### config.mk
export PLATFORM = sky130hd
export DESIGN_NAME = bus_io_responder
export DESIGN_NICKNAME = d
export VERILOG_FILES = /design/src/rtl/bus_io_responder.sv
export SDC_FILE = /design/constraint.sdc
export NUM_CORES = 1
export LEC_CHECK = 0
export BUFFER_PORTS_ARGS = -buffer_cell sky130_fd_sc_hd__buf_2
export CAP_MARGIN = 20
export CORE_MARGIN = 5
export CORE_UTILIZATION = 64
export DETAILED_ROUTE_END_ITERATION = 8
export PLACE_DENSITY = 0.84
export SKIP_CTS_REPAIR_TIMING = 1
export SYNTH_ARGS = -nofsm -noshare
export SYNTH_HDL_FRONTEND = slang
export SYNTH_SLANG_ARGS = --single-unit
### constraint.sdc
create_clock -name clk -period 10.42 [get_ports clk]
set_input_delay 2.084 -clock clk [delete_from_list [all_inputs] [get_ports clk]]
set_output_delay 2.084 -clock clk [all_outputs]
set_load 0.02 [all_outputs]
### src/rtl/bus_io_responder.sv
// Purpose: CPU bus responder bridging loads/stores to a TX word FIFO (valid/ready out) and an RX word FIFO (valid/ready in).
// Latency: read data combinational in the cs cycle; pushes, pops, flushes and flag updates visible from the next cycle.
// Backpressure: out_valid = TX not empty; in_ready = RX not full (0 in reset); CPU never stalled, overflow/underflow flagged.
// Ports: clk, rst (async active-low); addr/cs/wr_rd/data_bus_write/data_bus_read CPU bus;
//        out_data/out_valid/out_ready TX consumer; in_data/in_valid/in_ready RX producer; irq.
// Optional feature macro: BUS_IO_RESPONDER_IRQ_EN (CTRL.irq_en and registered irq; otherwise irq tied 0).

// Generic word FIFO. Callers qualify push (not full) and pop (not empty); flush overrides both.
module bus_io_fifo #(
  parameter int DEPTH_LOG2 = 3
) (
  input  logic                  clk,
  input  logic                  rst,
  input  logic                  push,
  input  logic [31:0]           push_dat,
  input  logic                  pop,
  input  logic                  flush,
  output logic [31:0]           head_dat,
  output logic [DEPTH_LOG2:0]   count,
  output logic                  full,
  output logic                  empty
);
  localparam int DEPTH = 1 << DEPTH_LOG2;
  localparam int CW    = DEPTH_LOG2 + 1;

  logic [31:0]           mem_q [DEPTH];
  logic [DEPTH_LOG2-1:0] wr_ptr_q, wr_ptr_d;
  logic [DEPTH_LOG2-1:0] rd_ptr_q, rd_ptr_d;
  logic [CW-1:0]         count_q, count_d;

  always_comb begin
    wr_ptr_d = wr_ptr_q;
    rd_ptr_d = rd_ptr_q;
    count_d  = count_q;
    if (flush) begin
      wr_ptr_d = '0;
      rd_ptr_d = '0;
      count_d  = '0;
    end else begin
      // Pointers are exactly DEPTH_LOG2 bits, so plain increment wraps modulo depth.
      if (push) wr_ptr_d = wr_ptr_q + DEPTH_LOG2'(1);
      if (pop)  rd_ptr_d = rd_ptr_q + DEPTH_LOG2'(1);
      if (push && !pop)      count_d = count_q + CW'(1);
      else if (pop && !push) count_d = count_q - CW'(1);
    end
  end

  always_ff @(posedge clk or negedge rst) begin
    if (!rst) begin
      wr_ptr_q <= '0;
      rd_ptr_q <= '0;
      count_q  <= '0;
    end else begin
      wr_ptr_q <= wr_ptr_d;
      rd_ptr_q <= rd_ptr_d;
      count_q  <= count_d;
    end
  end

  // Storage is not reset; occupancy is tracked entirely by count/pointers.
  always_ff @(posedge clk) begin
    if (push && !flush) mem_q[wr_ptr_q] <= push_dat;
  end

  assign head_dat = mem_q[rd_ptr_q];
  assign count    = count_q;
  assign full     = (count_q == CW'(DEPTH));
  assign empty    = (count_q == '0);
endmodule

module bus_io_responder #(
  parameter int DEPTH_LOG2 = 3
) (
  input  logic        clk,
  input  logic        rst,
  input  logic [31:0] addr,
  input  logic        cs,
  input  logic        wr_rd,
  input  logic [31:0] data_bus_write,
  output logic [31:0] data_bus_read,
  output logic [31:0] out_data,
  output logic        out_valid,
  input  logic        out_ready,
  input  logic [31:0] in_data,
  input  logic        in_valid,
  output logic        in_ready,
  output logic        irq
);
  localparam int CW = DEPTH_LOG2 + 1;

  logic [1:0]    sel;
  logic          bus_wr, bus_rd;
  logic          tx_push, tx_pop, tx_flush, tx_full, tx_empty;
  logic          rx_push, rx_pop, rx_flush, rx_full, rx_empty;
  logic [31:0]   rx_head;
  logic [CW-1:0] tx_count, rx_count;
  logic          tx_ovf_set, rx_udf_set;
  logic          tx_ovf_q, tx_ovf_d, rx_udf_q, rx_udf_d;
  logic          irq_en_rd;
  logic [31:0]   status;
  logic          unused_addr;

  assign unused_addr = ^{addr[31:4], addr[1:0]};

  assign sel    = addr[3:2];
  assign bus_wr = cs &  wr_rd;
  assign bus_rd = cs & !wr_rd;

  // A store to a full TX FIFO is dropped even if the consumer drains a word this same cycle.
  assign tx_push    = bus_wr && sel == 2'd0 && !tx_full;
  assign tx_ovf_set = bus_wr && sel == 2'd0 &&  tx_full;
  assign tx_pop     = out_valid & out_ready;
  assign tx_flush   = bus_wr && sel == 2'd3 && data_bus_write[0];

  assign rx_push    = in_valid & in_ready;
  assign rx_pop     = bus_rd && sel == 2'd1 && !rx_empty;
  assign rx_udf_set = bus_rd && sel == 2'd1 &&  rx_empty;
  assign rx_flush   = bus_wr && sel == 2'd3 && data_bus_write[1];

  bus_io_fifo #(.DEPTH_LOG2(DEPTH_LOG2)) u_tx_fifo (
    .clk(clk), .rst(rst), .push(tx_push), .push_dat(data_bus_write), .pop(tx_pop),
    .flush(tx_flush), .head_dat(out_data), .count(tx_count), .full(tx_full), .empty(tx_empty)
  );

  bus_io_fifo #(.DEPTH_LOG2(DEPTH_LOG2)) u_rx_fifo (
    .clk(clk), .rst(rst), .push(rx_push), .push_dat(in_data), .pop(rx_pop),
    .flush(rx_flush), .head_dat(rx_head), .count(rx_count), .full(rx_full), .empty(rx_empty)
  );

  assign out_valid = !tx_empty;
  // Gated by rst directly so in_ready is low throughout reset and high the moment it releases.
  assign in_ready  = rst & !rx_full;

  // Sticky flags: a same-cycle set beats a W1C clear.
  always_comb begin
    tx_ovf_d = tx_ovf_q;
    rx_udf_d = rx_udf_q;
    if (bus_wr && sel == 2'd2 && data_bus_write[4]) tx_ovf_d = 1'b0;
    if (bus_wr && sel == 2'd2 && data_bus_write[5]) rx_udf_d = 1'b0;
    if (tx_ovf_set) tx_ovf_d = 1'b1;
    if (rx_udf_set) rx_udf_d = 1'b1;
  end

  always_ff @(posedge clk or negedge rst) begin
    if (!rst) begin
      tx_ovf_q <= 1'b0;
      rx_udf_q <= 1'b0;
    end else begin
      tx_ovf_q <= tx_ovf_d;
      rx_udf_q <= rx_udf_d;
    end
  end

`ifdef BUS_IO_RESPONDER_IRQ_EN
  logic irq_en_q, irq_en_d, irq_q, irq_d;

  always_comb begin
    irq_en_d = irq_en_q;
    if (bus_wr && sel == 2'd3) irq_en_d = data_bus_write[2];
    // Built from current status, so irq trails the status by one edge.
    irq_d = irq_en_q & (!rx_empty | tx_ovf_q | rx_udf_q);
  end

  always_ff @(posedge clk or negedge rst) begin
    if (!rst) begin
      irq_en_q <= 1'b0;
      irq_q    <= 1'b0;
    end else begin
      irq_en_q <= irq_en_d;
      irq_q    <= irq_d;
    end
  end

  assign irq       = irq_q;
  assign irq_en_rd = irq_en_q;
`else
  assign irq       = 1'b0;
  assign irq_en_rd = 1'b0;
`endif

  always_comb begin
    status             = '0;
    status[0]          = tx_full;
    status[1]          = tx_empty;
    status[2]          = rx_full;
    status[3]          = rx_empty;
    status[4]          = tx_ovf_q;
    status[5]          = rx_udf_q;
    status[8  +: CW]   = tx_count;
    status[16 +: CW]   = rx_count;
  end

  always_comb begin
    data_bus_read = '0;
    if (bus_rd) begin
      case (sel)
        2'd1:    data_bus_read = rx_empty ? 32'd0 : rx_head;
        2'd2:    data_bus_read = status;
        2'd3:    data_bus_read = {29'd0, irq_en_rd, 2'b00};
        default: data_bus_read = '0;
      endcase
    end
  end
endmodule

==> run summary, run 1 <==
status - completed
RSZ-0062 raised after global routing - no
most frequent cell on the critical path - buf_2
Worst-Skew Late Latency - 550 ps
Num CTS Buffers - 50
power density cells - 249 nW/um2
number of cells on the worst hold path - 2
timing-limited maximum frequency - 155 MHz
die span in x - 191 um
count of mapped cells out of synthesis - 964
Final Power - 5.97 mW
drt total wl - 41.5 mm
# setup viols final - 0
via density per instance - 6.25
data arrival time of the critical path - 4380 ps
clock period minus worst slack - 6470 ps
cell leakage power - 7.88 nW
share of flip-flops with an asynchronous set or reset - 4.12%
flip-flop cell with the highest count after synthesis - edfxtp_1
antenna violations before repair - 5
sequential fraction of the synthesis area - 76.0%
required time of the critical path - 8340 ps
deepest level of the CTS H-tree - 2
WHS Endpoint - tx_ovf_q
total of buffers placed on input and output ports - 137
launch instance of the worst min-delay path - tx_ovf_q
area used by multi-input combinational logic - 4860 um2
area growth from synthesis to layout - 14.3%
most area-hungry cell type in the Yosys netlist - edfxtp_1
crit path capture type - output port
fraction of final layout cells sized beyond drive strength 1 - 35.7%
WS Path Type - input port to output port
ranking of synthesized cells by instance count - edfxtp_1 (512), mux4_2 (128), nor2_1 (43)
root buffer selected by CTS - clkbuf_16
GRT Overall Usage - 23.1%
final worst path period share - 62.1%
area of the mapped netlist - 20900 um2
clock tree from TritonCTS - built
number of logic stages on the critical path including buffering - 8
last weighted congestion value of the routability-driven placer - 0.795
post-synth top area share - 73.4%
crit start category - input port
effective utilization at floorplan - 64.5%
number of global-route vias before repair - 10601
CTS sink count - 534
Pins Over Slew Limit - 0
placeable core region - 32500 um2
routed len/inst - 25.7 um
number of failing hold endpoints at the final stage - 0
number of core rows - 66
Fin Setup TNS - 0 ps
Detail Route Antenna Nets - 0
count of cell types in the netlist - 48
fill cell count - 1788
leading post-synthesis cells by cell area - edfxtp_1 (73%), mux4_2 (14%), dfrtp_1 (2.6%)
measured slew at the worst slew-check pin - 1030 ps
worst reg-to-reg path cell count - 8
worst relative slew slack - 31.2%
DRC violations left - 0
global-route wire length before repair - 63.1 mm
vertical die dimension - 191 um
fin util - 73.7%
count of state elements after synthesis - 534
dpl hpwl - 22.9 mm
FF/Latch Area - 15900 um2
overall via count from detail_route - 10087
destination of the worst register-to-register timing path - u_tx_fifo.count[3]
initial detailed-routing violation count - 843
beginning of the worst register-to-register path - u_tx_fifo.count[0]
synthesized net count - 1080
most common cell in the synthesized netlist - edfxtp_1
Boundary Pins - 169
kind of cell adding the most delay to the critical path - simple AND/OR/NAND/NOR gates
floorplan die area - 36400 um2
clock tree skew after final layout - 17.1 ps
slowest stage cell, crit path - nand3_2
max capacitance violation total - 0
Max IR drop VDD - 0.167 mV
Post-layout nets - 1243
CTS max path bufs - 3
reg-to-reg slack, setup - 7370 ps
Bufs and invs on worst path - 3
clock-pin transition on the worst setup and hold timing paths - 60 ps
worst-path fanout max - 28
total congestion overflow - 0
Critical Path Max Stage Delay - 650 ps
pin count of the biggest net entering global routing - 67
number of optimization iterations in the first detailed-route pass - 5
YS warnings - 0
number of synthesized flops with an enable pin - 512
Post-Synthesis Mean Instance Area - 21.7 um2
cell-by-cell listing of the critical path - buf_2, inv_1, ha_1, and3b_1, nand3_2, nor2_1, a221o_1, buf_2
worst min path class - register to register
[registers in the layout, summed over array words and instances (netlist names)]
name and count:
u_rx_fifo.mem_q 256, u_tx_fifo.rd_ptr_q 3, u_tx_fifo.count 4, u_tx_fifo.mem_q 256, u_rx_fifo.wr_ptr_q 3, u_tx_fifo.wr_ptr_q 3, u_rx_fifo.count 4, tx_ovf_q 1
u_rx_fifo.rd_ptr_q 3, rx_udf_q 1
[worst max path at each step]
stage	startpoint	end	slack, ps
2_1_floorplan	addr[2]	u_rx_fifo.mem_q[0][0]	4770
3_3_place_gp	addr[3]	data_bus_read[10]	4120
3_5_place_dp	addr[3]	data_bus_read[4]	4030
4_1_cts	addr[3]	data_bus_read[4]	4030
5_1_grt	addr[3]	data_bus_read[4]	3840
6_report	addr[3]	data_bus_read[4]	3950
[routing by layer]
| metal | up-vias | global-route usage, % | share of wire, % |
|---|---|---|---|
| met5 | - | 0 | 0.087 |
| met4 | 6 | 4.89 | 1.8 |
| met3 | 62 | 4.27 | 7.3 |
| met2 | 424 | 40.4 | 53 |
| met1 | 5226 | 31.0 | 38 |
| li1 | 4369 | - | - |
[layout make-up]
type	instances	area share, %
Timing Repair Buffer	158	3.61
Clock buffer	56	5.41
Inverter	10	0.162
Antenna cell	3	0.0314
Sequential cell	534	66.6
Multi-Input combinational cell	373	20.3
Tap cell	442	2.31
Clock inverter	37	1.56
[per-stage QoR]
stage | area (um2) | hold WS [ps] | setup WS, ps | cells
floorplan | 20900 | 449 | 4770 | 964
global placement | 22200 | 495 | 4120 | 1516
detailed placement | 22200 | 496 | 4030 | 1516
CTS | 23900 | 507 | 4030 | 1609
global route | 23900 | 522 | 3840 | 1611
finish | 23900 | 497 | 3950 | 1613
[layout by cell type, fill, tap and decap left out, types with 4 or more instances in the layout]
master / instances
mux2i_1: 34
o21a_1: 4
nor3_2: 4
nor2_4: 12
nor2_1: 31
a211oi_1: 4
clkinv_2: 10
inv_1: 9
bufinv_16: 8
and3_1: 7
ha_1: 12
clkinv_1: 17
mux2_2: 32
xor2_1: 5
nand3_1: 11
clkbuf_1: 5
clkbuf_16: 51
mux4_2: 128
a2111oi_0: 4
buf_2: 137
a21oi_1: 5
xnor2_1: 5
edfxtp_1: 512
o22ai_1: 10
buf_4: 20
nor3_1: 8
nand4_1: 4
dfrtp_1: 17
a221o_1: 4
nand2_1: 13
nand2b_1: 4
[cell families (layout without fill, tap and decap cells)]
| family | Yosys count | after routing | synth area share (%) |
|---|---|---|---|
| multiplexers | 194 | 194 | 17.1 |
| AND/OR/NAND/NOR | 113 | 113 | 2.76 |
| other | 1 | 4 | 0.0179 |
| flip-flops | 534 | 534 | 76.0 |
| XOR/XNOR | 10 | 10 | 0.418 |
| adder cells (fa/ha/maj) | 14 | 14 | 0.908 |
| AO/OA/AOI/OAI | 41 | 41 | 1.46 |
| buffers and inverters | 57 | 261 | 1.27 |
[power breakdown]
| group | leakage [nW] | internal (mW) | switching (mW) |
|---|---|---|---|
| clock | 0.814 | 1.09 | 0.738 |
| combinational | 2.19 | 0.733 | 0.753 |
| sequential | 4.88 | 2.49 | 0.163 |
[tightest hold or removal path: cells and delay by family, from the launching register on]
kind | cells | cell delay (ps)
flops | 1 | 360
compound gates | 1 | 60
simple gates | 1 | 50
Power figures use the tool's default switching activity.
==> inputs of run 2 (changes only) <==
Settings changed: CORE_UTILIZATION 64 to 54, PLACE_DENSITY 0.84 to 0.76.
Clock period 10.42 ns to 5.8 ns, I/O delays scaled along.
==> run summary, run 2 (same netlist as run 1, synthesis figures left out) <==
status - completed
die span in x - 207 um
Boundary Pins - 169
last weighted congestion value of the routability-driven placer - 0.780
most common library cell in the layout ignoring fill and taps - edfxtp_1
clock tree from TritonCTS - built
clock period minus worst slack - 4170 ps
cell-by-cell listing of the critical path - buf_4, mux4_2, mux2i_1, o22ai_1, buf_2
fill cell count - 2639
area used by multi-input combinational logic - 4860 um2
Post-layout nets - 1249
total of buffers placed on input and output ports - 137
number of core rows - 72
Critical Path Max Stage Delay - 900 ps
number of global-route vias before repair - 10687
cell leakage power - 7.86 nW
Worst-Skew Late Latency - 580 ps
CTS max path bufs - 3
vertical die dimension - 207 um
worst min path class - register to register
via density per instance - 5.90
crit start category - register
# setup viols final - 0
clock tree skew after final layout - 18.1 ps
antenna violations before repair - 8
FF/Latch Area - 15900 um2
fraction of final layout cells sized beyond drive strength 1 - 35.8%
initial detailed-routing violation count - 675
data arrival time of the critical path - 3010 ps
top library cells by usage in the layout, fill and taps aside - edfxtp_1 (512), buf_2 (137), mux4_2 (128), clkbuf_16 (53), mux2i_1 (34)
pin count of the biggest net entering global routing - 48
Fin Setup TNS - 0 ps
kind of cell adding the most delay to the critical path - flip-flops
CTS sink count - 534
slowest stage cell, crit path - dfrtp_4
floorplan die area - 42800 um2
total congestion overflow - 0
Pins Over Slew Limit - 0
effective utilization at floorplan - 54.4%
GRT Overall Usage - 19.7%
deepest level of the CTS H-tree - 2
RSZ-0062 raised after global routing - no
Max IR drop VDD - 0.341 mV
measured slew at the worst slew-check pin - 974 ps
worst relative slew slack - 35.1%
final worst path period share - 71.8%
routed len/inst - 24.4 um
placeable core region - 38500 um2
Detail Route Antenna Nets - 0
Placed Instances - 1597
dpl hpwl - 24.0 mm
DRC violations left - 0
Num CTS Buffers - 51
WS Path Type - register to output port
Bufs and invs on worst path - 2
number of optimization iterations in the first detailed-route pass - 4
required time of the critical path - 4640 ps
root buffer selected by CTS - clkbuf_16
drt total wl - 41.1 mm
power density cells - 440 nW/um2
Regs by FF count - u_rx_fifo.mem_q (256), u_tx_fifo.mem_q (256)
number of failing hold endpoints at the final stage - 0
timing-limited maximum frequency - 240 MHz
WHS - 495 ps
worst-path fanout max - 39
area growth from synthesis to layout - 14.3%
global-route wire length before repair - 62.7 mm
overall via count from detail_route - 9945
non-filler instance count after layout - 1687
crit path capture type - output port
clock-pin transition on the worst setup and hold timing paths - 60 ps
max capacitance violation total - 0
==> run 2: changes by cell type in the layout (fill, tap and decap cells not counted), sizes merged <==
cell,change
bufinv,-5
buf,+5
clkinv,-7
clkinvlp,-2
inv,-1
clkbuf,+9
diode,-1
==> run 2: report_power, final <==
part / switching [mW] / internal (mW) / leakage, nW
Clock: 1.32 / 1.79 / 0.765
Combinational: 1.25 / 1.32 / 2.21
Sequential: 0.375 / 4.47 / 4.88
Total: 2.94 / 7.58 / 7.86
==> run 2: worst register-to-register path, delay by kind of cell, from the launching register on <==
family	cells	cell delay, ps
AO/OA/AOI/OAI	3	1430
flip-flops	1	460
adder cells (fa/ha/maj)	1	310
buffers and inverters	1	110
multiplexers	1	130
AND/OR/NAND/NOR	2	570
==> run 2: area by class of cell <==
type / instances / area share (%)
Clock buffer: 65 / 5.73
Clock inverter: 22 / 0.748
Antenna cell: 2 / 0.0209
Timing Repair Buffer: 163 / 3.73
Tap cell: 518 / 2.71
Multi-Input combinational cell: 373 / 20.3
Sequential cell: 534 / 66.6
Inverter: 10 / 0.162
==> run 2: metrics by stage <==
| step | instance area, um2 | util (%) | setup WS, ps | power, mW |
|---|---|---|---|---|
| 3_3_place_gp | 22400 | 58.1 | 1720 | 7.47 |
| 3_5_place_dp | 22400 | 58.1 | 1700 | 7.53 |
| 5_1_grt | 23900 | 62.2 | 1420 | 11.0 |
| 4_1_cts | 23900 | 62.2 | 1520 | 10.6 |
| 6_report | 23900 | 62.2 | 1630 | 10.5 |
| 2_1_floorplan | 20900 | - | 1070 | 6.79 |
==> run 2: metal layers <==
metal  part of all wire [%]  global-route usage [%]
met1                     40                    26.0
met2                     51                    33.3
met3                    6.7                    4.59
met4                    2.2                    5.67
met5                   0.17                       0
==> run 2: final timing paths <==
path	start	end	slack (ps)	depth (start not counted)
setup reg to reg	u_tx_fifo.count[0]	u_tx_fifo.count[3]	2720	8
hold reg to reg	rx_udf_q	rx_udf_q	500	2
max in group asynchronous	rst	u_rx_fifo.rd_ptr_q[1]	4780	1
min in group asynchronous	rst	u_tx_fifo.count[1]	570	1
setup / recovery	u_rx_fifo.rd_ptr_q[0]	data_bus_read[2]	1630	5
hold / removal	rx_udf_q	rx_udf_q	500	2
